[src/rtl/blit_read_split.sv]
// blit_read_split: read-side byte splitter for the blitter source path.
// Takes byte-addressed reads from p2, fetches aligned 32-bit words from memory
// into a one-word buffer, and hands one byte per request to p3. Bytes that share
// the buffered word are served without another memory read.

module blit_read_split (
   input  logic        clock,
   input  logic        reset,
   input  logic [25:0] p2_addr,
   input  logic        p2_valid,
   output logic        p2_ready,
   input  logic        invalidate,
   output logic        mem_req,
   output logic [25:0] mem_addr,
   input  logic        mem_ack,
   input  logic        mem_rvalid,
   input  logic [31:0] mem_rdata,
   output logic [7:0]  p3_data,
   output logic        p3_valid,
   input  logic        p3_stall,
   output logic        p3_idle
);

   typedef enum logic [1:0] {
      IDLE = 2'd0,
      REQ  = 2'd1,
      WAIT = 2'd2,
      EMIT = 2'd3
   } state_t;

   state_t      state_q, state_d;
   logic [23:0] buf_addr_q, buf_addr_d;
   logic [31:0] buf_data_q, buf_data_d;
   logic        buf_valid_q, buf_valid_d;
   logic [25:0] req_addr_q, req_addr_d;
   logic        keep_q, keep_d;
   logic        mem_req_q, mem_req_d;
   logic [25:0] mem_addr_q, mem_addr_d;
   logic        p3_valid_q, p3_valid_d;
   logic [7:0]  p3_data_q, p3_data_d;

   logic out_free;
   logic accept;
   logic hit;
   logic take_word;

   // Little-endian byte lane select within a 32-bit word.
   function automatic logic [7:0] lane(input logic [31:0] word, input logic [1:0] sel);
      return word[{sel, 3'b000} +: 8];
   endfunction

   // p3 can take a new byte unless it is currently holding one against a stall.
   assign out_free = !(p3_valid_q && p3_stall);
   assign p2_ready = (state_q == IDLE) && out_free;
   assign accept   = p2_valid && p2_ready;
   assign hit      = buf_valid_q && (p2_addr[25:2] == buf_addr_q) && !invalidate;

   assign mem_req  = mem_req_q;
   assign mem_addr = mem_addr_q;
   assign p3_data  = p3_data_q;
   assign p3_valid = p3_valid_q;
   assign p3_idle  = (state_q == IDLE) && !p3_valid_q;

   // Next-state logic: request acceptance, memory handshake and p3 loading.
   always_comb begin
      // NOTE: every _d starts from its _q so no path through this block infers a latch.
      state_d     = state_q;
      buf_addr_d  = buf_addr_q;
      buf_data_d  = buf_data_q;
      buf_valid_d = buf_valid_q;
      req_addr_d  = req_addr_q;
      keep_d      = keep_q;
      mem_req_d   = mem_req_q;
      mem_addr_d  = mem_addr_q;
      p3_valid_d  = p3_valid_q;
      p3_data_d   = p3_data_q;
      take_word   = 1'b0;

      // A byte that was taken this cycle drops unless replaced below; a stalled
      // byte holds both data and valid.
      if (out_free) begin
         p3_valid_d = 1'b0;
      end

      case (state_q)
         IDLE: begin
            keep_d = 1'b0;
            if (invalidate) begin
               buf_valid_d = 1'b0;
            end
            if (accept) begin
               if (hit) begin
                  p3_data_d  = lane(buf_data_q, p2_addr[1:0]);
                  p3_valid_d = 1'b1;
               end else begin
                  req_addr_d = p2_addr;
                  mem_req_d  = 1'b1;
                  mem_addr_d = {p2_addr[25:2], 2'b00};
                  state_d    = REQ;
               end
            end
         end

         REQ: begin
            if (invalidate) begin
               keep_d = 1'b1;
            end
            if (mem_ack) begin
               mem_req_d = 1'b0;
               state_d   = WAIT;
               // Data returning alongside the ack is handled exactly as in WAIT.
               take_word = mem_rvalid;
            end
         end

         WAIT: begin
            if (invalidate) begin
               keep_d = 1'b1;
            end
            take_word = mem_rvalid;
         end

         EMIT: begin
            if (invalidate) begin
               buf_valid_d = 1'b0;
            end
            if (out_free) begin
               p3_data_d  = lane(buf_data_q, req_addr_q[1:0]);
               p3_valid_d = 1'b1;
               keep_d     = 1'b0;
               state_d    = IDLE;
            end
         end

         default: begin
            state_d = IDLE;
         end
      endcase

      // Returned word: always serves the pending byte, retained only if no
      // invalidate was seen while the read was in flight.
      if (take_word) begin
         buf_data_d  = mem_rdata;
         buf_addr_d  = req_addr_q[25:2];
         buf_valid_d = !keep_q && !invalidate;
         if (out_free) begin
            p3_data_d  = lane(mem_rdata, req_addr_q[1:0]);
            p3_valid_d = 1'b1;
            keep_d     = 1'b0;
            state_d    = IDLE;
         end else begin
            state_d = EMIT;
         end
      end
   end

   // State register with asynchronous active-high reset.
   always_ff @(posedge clock or posedge reset) begin
      // NOTE: sequential state uses non-blocking assignments so every flop samples pre-edge values.
      if (reset) begin
         state_q     <= IDLE;
         buf_addr_q  <= '0;
         // NOTE: the word buffer is cleared too; buf_valid already gates it, this only keeps X out.
         buf_data_q  <= '0;
         buf_valid_q <= 1'b0;
         req_addr_q  <= '0;
         keep_q      <= 1'b0;
         mem_req_q   <= 1'b0;
         mem_addr_q  <= '0;
         p3_valid_q  <= 1'b0;
         p3_data_q   <= '0;
      end else begin
         state_q     <= state_d;
         buf_addr_q  <= buf_addr_d;
         buf_data_q  <= buf_data_d;
         buf_valid_q <= buf_valid_d;
         req_addr_q  <= req_addr_d;
         keep_q      <= keep_d;
         mem_req_q   <= mem_req_d;
         mem_addr_q  <= mem_addr_d;
         p3_valid_q  <= p3_valid_d;
         p3_data_q   <= p3_data_d;
      end
   end

endmodule

[config.mk]
export PLATFORM = sky130hd
export DESIGN_NAME = blit_read_split
export DESIGN_NICKNAME = d
export VERILOG_FILES = /design/src/rtl/blit_read_split.sv
export SDC_FILE = /design/constraint.sdc
export NUM_CORES = 1
export LEC_CHECK = 0
export BUFFER_PORTS_ARGS = -buffer_cell sky130_fd_sc_hd__buf_2
export CAP_MARGIN = 10
export CORE_ASPECT_RATIO = 0.8
export CORE_UTILIZATION = 60
export DETAILED_ROUTE_END_ITERATION = 10
export GPL_ROUTABILITY_DRIVEN = 0
export PLACE_DENSITY = 0.84
export SETUP_SLACK_MARGIN = 0.05
export SYNTH_ARGS = -nofsm -noshare
export SYNTH_HDL_FRONTEND = slang
export SYNTH_SLANG_ARGS = --single-unit
[constraint.sdc]
create_clock -name clock -period 7.35 [get_ports clock]
set_clock_uncertainty 0.1 [all_clocks]
set_input_delay 1.47 -clock clock [delete_from_list [all_inputs] [get_ports clock]]
set_output_delay 1.47 -clock clock [all_outputs]
set_load 0.01 [all_outputs]
; Word level (Yosys, flattened, before mapping)
; Index checks and enable logic that the tools add are counted.
[op_classes]
n_eq_ne = 11
shifts = 3
n_reduce_logical = 22
n_mux = 34
bitwise_logic = 1
[op_table]
columns = op, count
row1 = 32-bit by 6-bit indexed part select with 8-bit output, 3
row2 = 8-bit two-way mux, 5
row3 = 24-bit equality test, 1
row4 = 1-bit two-way mux, 17
row5 = 8-bit case mux with 2 select lines, 1
row6 = 2-bit two-way mux, 6
row7 = 3-bit inequality test (second input constant), 4
row8 = 1-bit logical AND, 7
row9 = 2-bit inequality test (second input constant), 3
row10 = 1-bit case mux with 2 select lines, 3
row11 = 2-bit case mux with 3 select lines, 1
row12 = 2-bit nonzero test, 3
row13 = 5-bit AND reduction, 1
row14 = 2-bit equality test (second input constant), 2
row15 = 1-bit logical NOT, 4
row16 = 4-bit AND reduction, 1
row17 = 4-bit nonzero test, 1
row18 = 2-bit OR reduction, 2
row19 = 1-bit case mux with 3 select lines, 1
row20 = 3-bit AND reduction, 1
row21 = 2-bit by 1-bit equality test with 1-bit output (second input constant), 1
row22 = 2-bit logical NOT, 1
row23 = 2-bit AND reduction, 1
row24 = 1-bit NOT, 1
[word_totals]
inputBits = 65
regBits = 120
word_cells = 81

; Depth between registers and ports, before layout
[logic_depth]
depth_word = 8
ltp_mapped = 10
ltp_nobuf = 8

; Worst setup path after synthesis
; OpenSTA, ideal clock, no wires.
[synth_timing]
kind = input to output
start = in p3_stall
end = out p2_ready
n_path_buf = 1
stages = 3
required_time_ns = 5.780
t_arrival_ns = 2.007
setup_slack_ns = 3.773
path_cell_list = and2_1 > clkbuf_1 > nor2_1
[synth_between]
elab_chain_len = 3
[synth_rtl]
columns = element, line
row1 = start: declaration, 20  ; input logic p3_stall,
row2 = 1-bit logical AND, 53  ; assign out_free = !(p3_valid_q && p3_stall);
row3 = 1-bit logical NOT, 53
row4 = 1-bit logical AND, 54  ; assign p2_ready = (state_q == IDLE) && out_free;
row5 = end: declaration, 11  ; output logic p2_ready,
; No other way between the ends.

; Final worst setup path
; Ends and elaborated chain as after synthesis.

==> impl_metrics.py <==
metrics = {
    "yosys": {
        "synth_area_um2": 5200,
        "syn-instance-count": 507,
        "yosysTopAreaCellShare_pct": 46.2,
        "yosysTopAreaCell": "dfrtp_1",
        "ys_types": 43,
        "synth-main-ff-cell": "dfrtp_1",
        "synth-seq-cells": 96,
        "yosysSeqAreaShare_pct": 46.2,
        "async_flop_share_pct": 100,
        "synth_edf_count": 0,
        "synth.avg_cell_area_um2": 10.3,
        "yosys-top-cells-area": "dfrtp_1, nand2_1, mux4_2, mux2_4, xnor2_1",
        "yosys_warnings": 0,
    },
    "die": {
        "std_cell_rows": 29,
        "coreArea_um2": 8160,
        "io_pins": 103,
        "start_util_pct": 63.7,
        "dieArea_um2": 9040,
        "fp.dieH_um": 85.2,
        "die_w_um": 106,
    },
    "setup_path": {
        "worst-path-buf-inv": 2,
        "crit_top_cell": "buf_2",
        "cp-end-kind": "output pin",
        "max_stage_delay_ps": 430,
        "critical_path_arrival_ps": 2210,
        "cp_max_fo": 13,
        "slowest_stage": "and2_1",
        "cp_top_family": "simple AND/OR/NAND/NOR gates",
        "path_class": "input pin to output pin",
        "cp.required_ps": 5780,
        "r2r_start": "state_q[0]",
        "crit_path_start": "p3_stall",
        "path_cells": "buf_2 -> and2_1 -> nor2_1 -> buf_2",
        "start_kind": "input pin",
    },
    "clock_network": {
        "clock_latency_ps": 360,
        "cts_hold_buf": 0,
        "cts_num_sinks": 96,
        "clock_path_buffers": 2,
        "numCtsBuffers": 9,
        "root_buffer": "clkbuf_8",
        "htree_levels": 3,
        "post_cts_resized": 0,
        "clkSlewWorstSetupHoldPaths_ps": 90,
        "cts_tree": "built",
        "postCtsSetupBuffers": 0,
    },
    "detailed_routing": {
        "route.antenna.remaining_nets": 0,
        "routed_wl_um": 11400,
        "vias": 3865,
        "maxUsedRoutingLayer": "met4",
        "drt_iter0_drc": 207,
        "wl_met2_um": 5490,
        "wl_met3_um": 747,
        "viasPerCell": 5.68,
        "route.detailed.drc": 0,
        "drt-met1-wl_um": 4920,
        "drt-pass1-iter-count": 5,
        "post_drt_wl_per_cell_um": 16.7,
    },
    "power": {
        "p_total_uw": 2550,
        "power_frac_seq_pct": 39.9,
        "netSwitchingPower_uw": 1020,
        "p_leak_uw": 0.00280,
        "power.density_nw_per_um2": 447,
        "p_clk_share_pct": 13.4,
        "comb_power_share_pct": 46.6,
        "vdd.ir_drop.worst_mv": 0.213,
        "sw_frac_of_total_pct": 40.0,
        "p_int_uw": 1530,
    },
    "global_routing": {
        "grt_overflow_total": 0,
        "grt_pass1_vias": 3966,
        "grt_usage_pct": 27.5,
        "antenna_found_initial": 0,
        "grt_max_degree": 65,
        "grt_pass1_wl_um": 19100,
    },
    "timing": {
        "worst_slew_pin_slew_ps": 1220,
        "rsz0062_at_grt": "no",
        "slew_headroom_pct": 18.5,
        "final-max-slew-violation-count": 0,
        "final.setup.tns_ps": 0,
        "min_period_over_period_pct": 51.4,
        "timing.hold.ws_ps": 390,
        "setup_viol": 0,
        "timing.fmax_mhz": 264,
        "min_period_ps": 3780,
        "hold_viol": 0,
    },
    "job": {
        "maxCapViolCount": 0,
    },
    "min_path": {
        "min_from": "req_addr_q[20]",
        "hold_path.class": "register to register",
    },
    "layout": {
        "nNetsFinal": 636,
        "mostFrequentLayoutCells": "nand2_1, buf_2, dfrtp_1",
        "antenna_cells": 0,
        "drive_gt1_share_pct": 30.4,
        "layout_commonest_cell": "nand2_1",
        "syn2layout_area_growth_pct": 9.87,
    },
    "placed_design": {
        "hpwl_um": 7970,
        "io_buffers": 100,
    },
    "status": {
        "status": "completed",
    },
}
-- synthesized netlist by cell type, types with 2 or more instances --
| cell | n |
|---|---|
| nand2_1 | 190 |
| dfrtp_1 | 96 |
| buf_4 | 27 |
| mux4_2 | 24 |
| xnor2_1 | 24 |
| clkbuf_1 | 18 |
| mux2_4 | 18 |
| nor2_1 | 14 |
| o21ai_0 | 11 |
| a221oi_1 | 9 |
| a31oi_1 | 8 |
| mux2_2 | 8 |
| nand3b_1 | 8 |
| inv_1 | 6 |
| nand3_1 | 5 |
| nand4_1 | 5 |
| ha_1 | 4 |
| buf_1 | 3 |
| buf_2 | 3 |
| and3_1 | 2 |
| buf_12 | 2 |
-- final timing paths --
kind | endpoint | slack, ps | cells past startpoint
max | p2_ready | 3570 | 4
min | buf_addr_q[18] | 390 | 2
max reg2reg | p3_data[4] | 3790 | 7
min reg2reg | buf_addr_q[18] | 390 | 2
max in group asynchronous | buf_data_q[14] | 5010 | 3
min in group asynchronous | req_addr_q[24] | 990 | 2
-- power groups by stage --
stage / Clock (uW) / Combinational [uW] / Sequential [uW]
2_1_floorplan: 0 / 1030 / 941
3_3_place_gp: 0 / 1130 / 1010
3_5_place_dp: 0 / 1180 / 1030
4_1_cts: 348 / 1190 / 1020
5_1_grt: 371 / 1320 / 1050
6_report: 343 / 1190 / 1020
-- sequential cells by signal, summed over array words and instances, names as in the netlist --
signal,flops
buf_addr_q,24
buf_data_q,32
buf_valid_q,1
keep_q,1
mem_req,1
p3_data,8
p3_valid,1
req_addr_q,26
state_q,2
-- worst register-to-register path, stage by stage (launching register included) --
cell and delay, ps:
dfrtp_1 410, inv_1 80, ha_1 720, and3_2 1080, nand2_1 610, nand3b_1 240, o21ai_0 110, nor2_1 150
-- area by class of cell --
class                      count  area [um^2]
fill                         629         2450
multi-input combinational    352         2440
sequential                    96         2400
timing repair buffer         102          515
clock buffer                  12          135
tap                          108          135
clock inverter                 4         55.1
inverter                       6         25.0
-- metal layers --
layer	vias to the layer above	track usage, %
met5	-	0
met4	0	9.22
met3	24	6.61
met2	160	44.3
met1	1876	37.0
li1	1805	-
-- stage by stage --
| stage | instance area [um^2] | utilization [%] | worst slack [ps] | cells |
|---|---|---|---|---|
| after detailed placement | 5520 | 67.6 | 3480 | 664 |
| after global placement | 5520 | 67.6 | 3540 | 664 |
| final | 5710 | 69.9 | 3570 | 680 |
| after floorplan | 5200 | - | 3270 | 508 |
| after CTS | 5710 | 69.9 | 3590 | 680 |
| after global routing | 5710 | 69.9 | 3410 | 680 |
-- cells by family (layout without fill, tap and decap cells) --
group / after synthesis / count (layout) / share of synthesized area, %
other: 1 / 2 / 0.0722
muxes: 50 / 50 / 17.3
AOI/OAI and AO/OA: 41 / 41 / 5.78
and+or+nand+nor: 231 / 231 / 18.5
buffers and inverters: 60 / 124 / 7.13
adders and majority gates: 4 / 4 / 0.963
xor gates and xnor gates: 24 / 24 / 4.04
DFF: 96 / 96 / 46.2
Power figures use the tool's default switching activity.
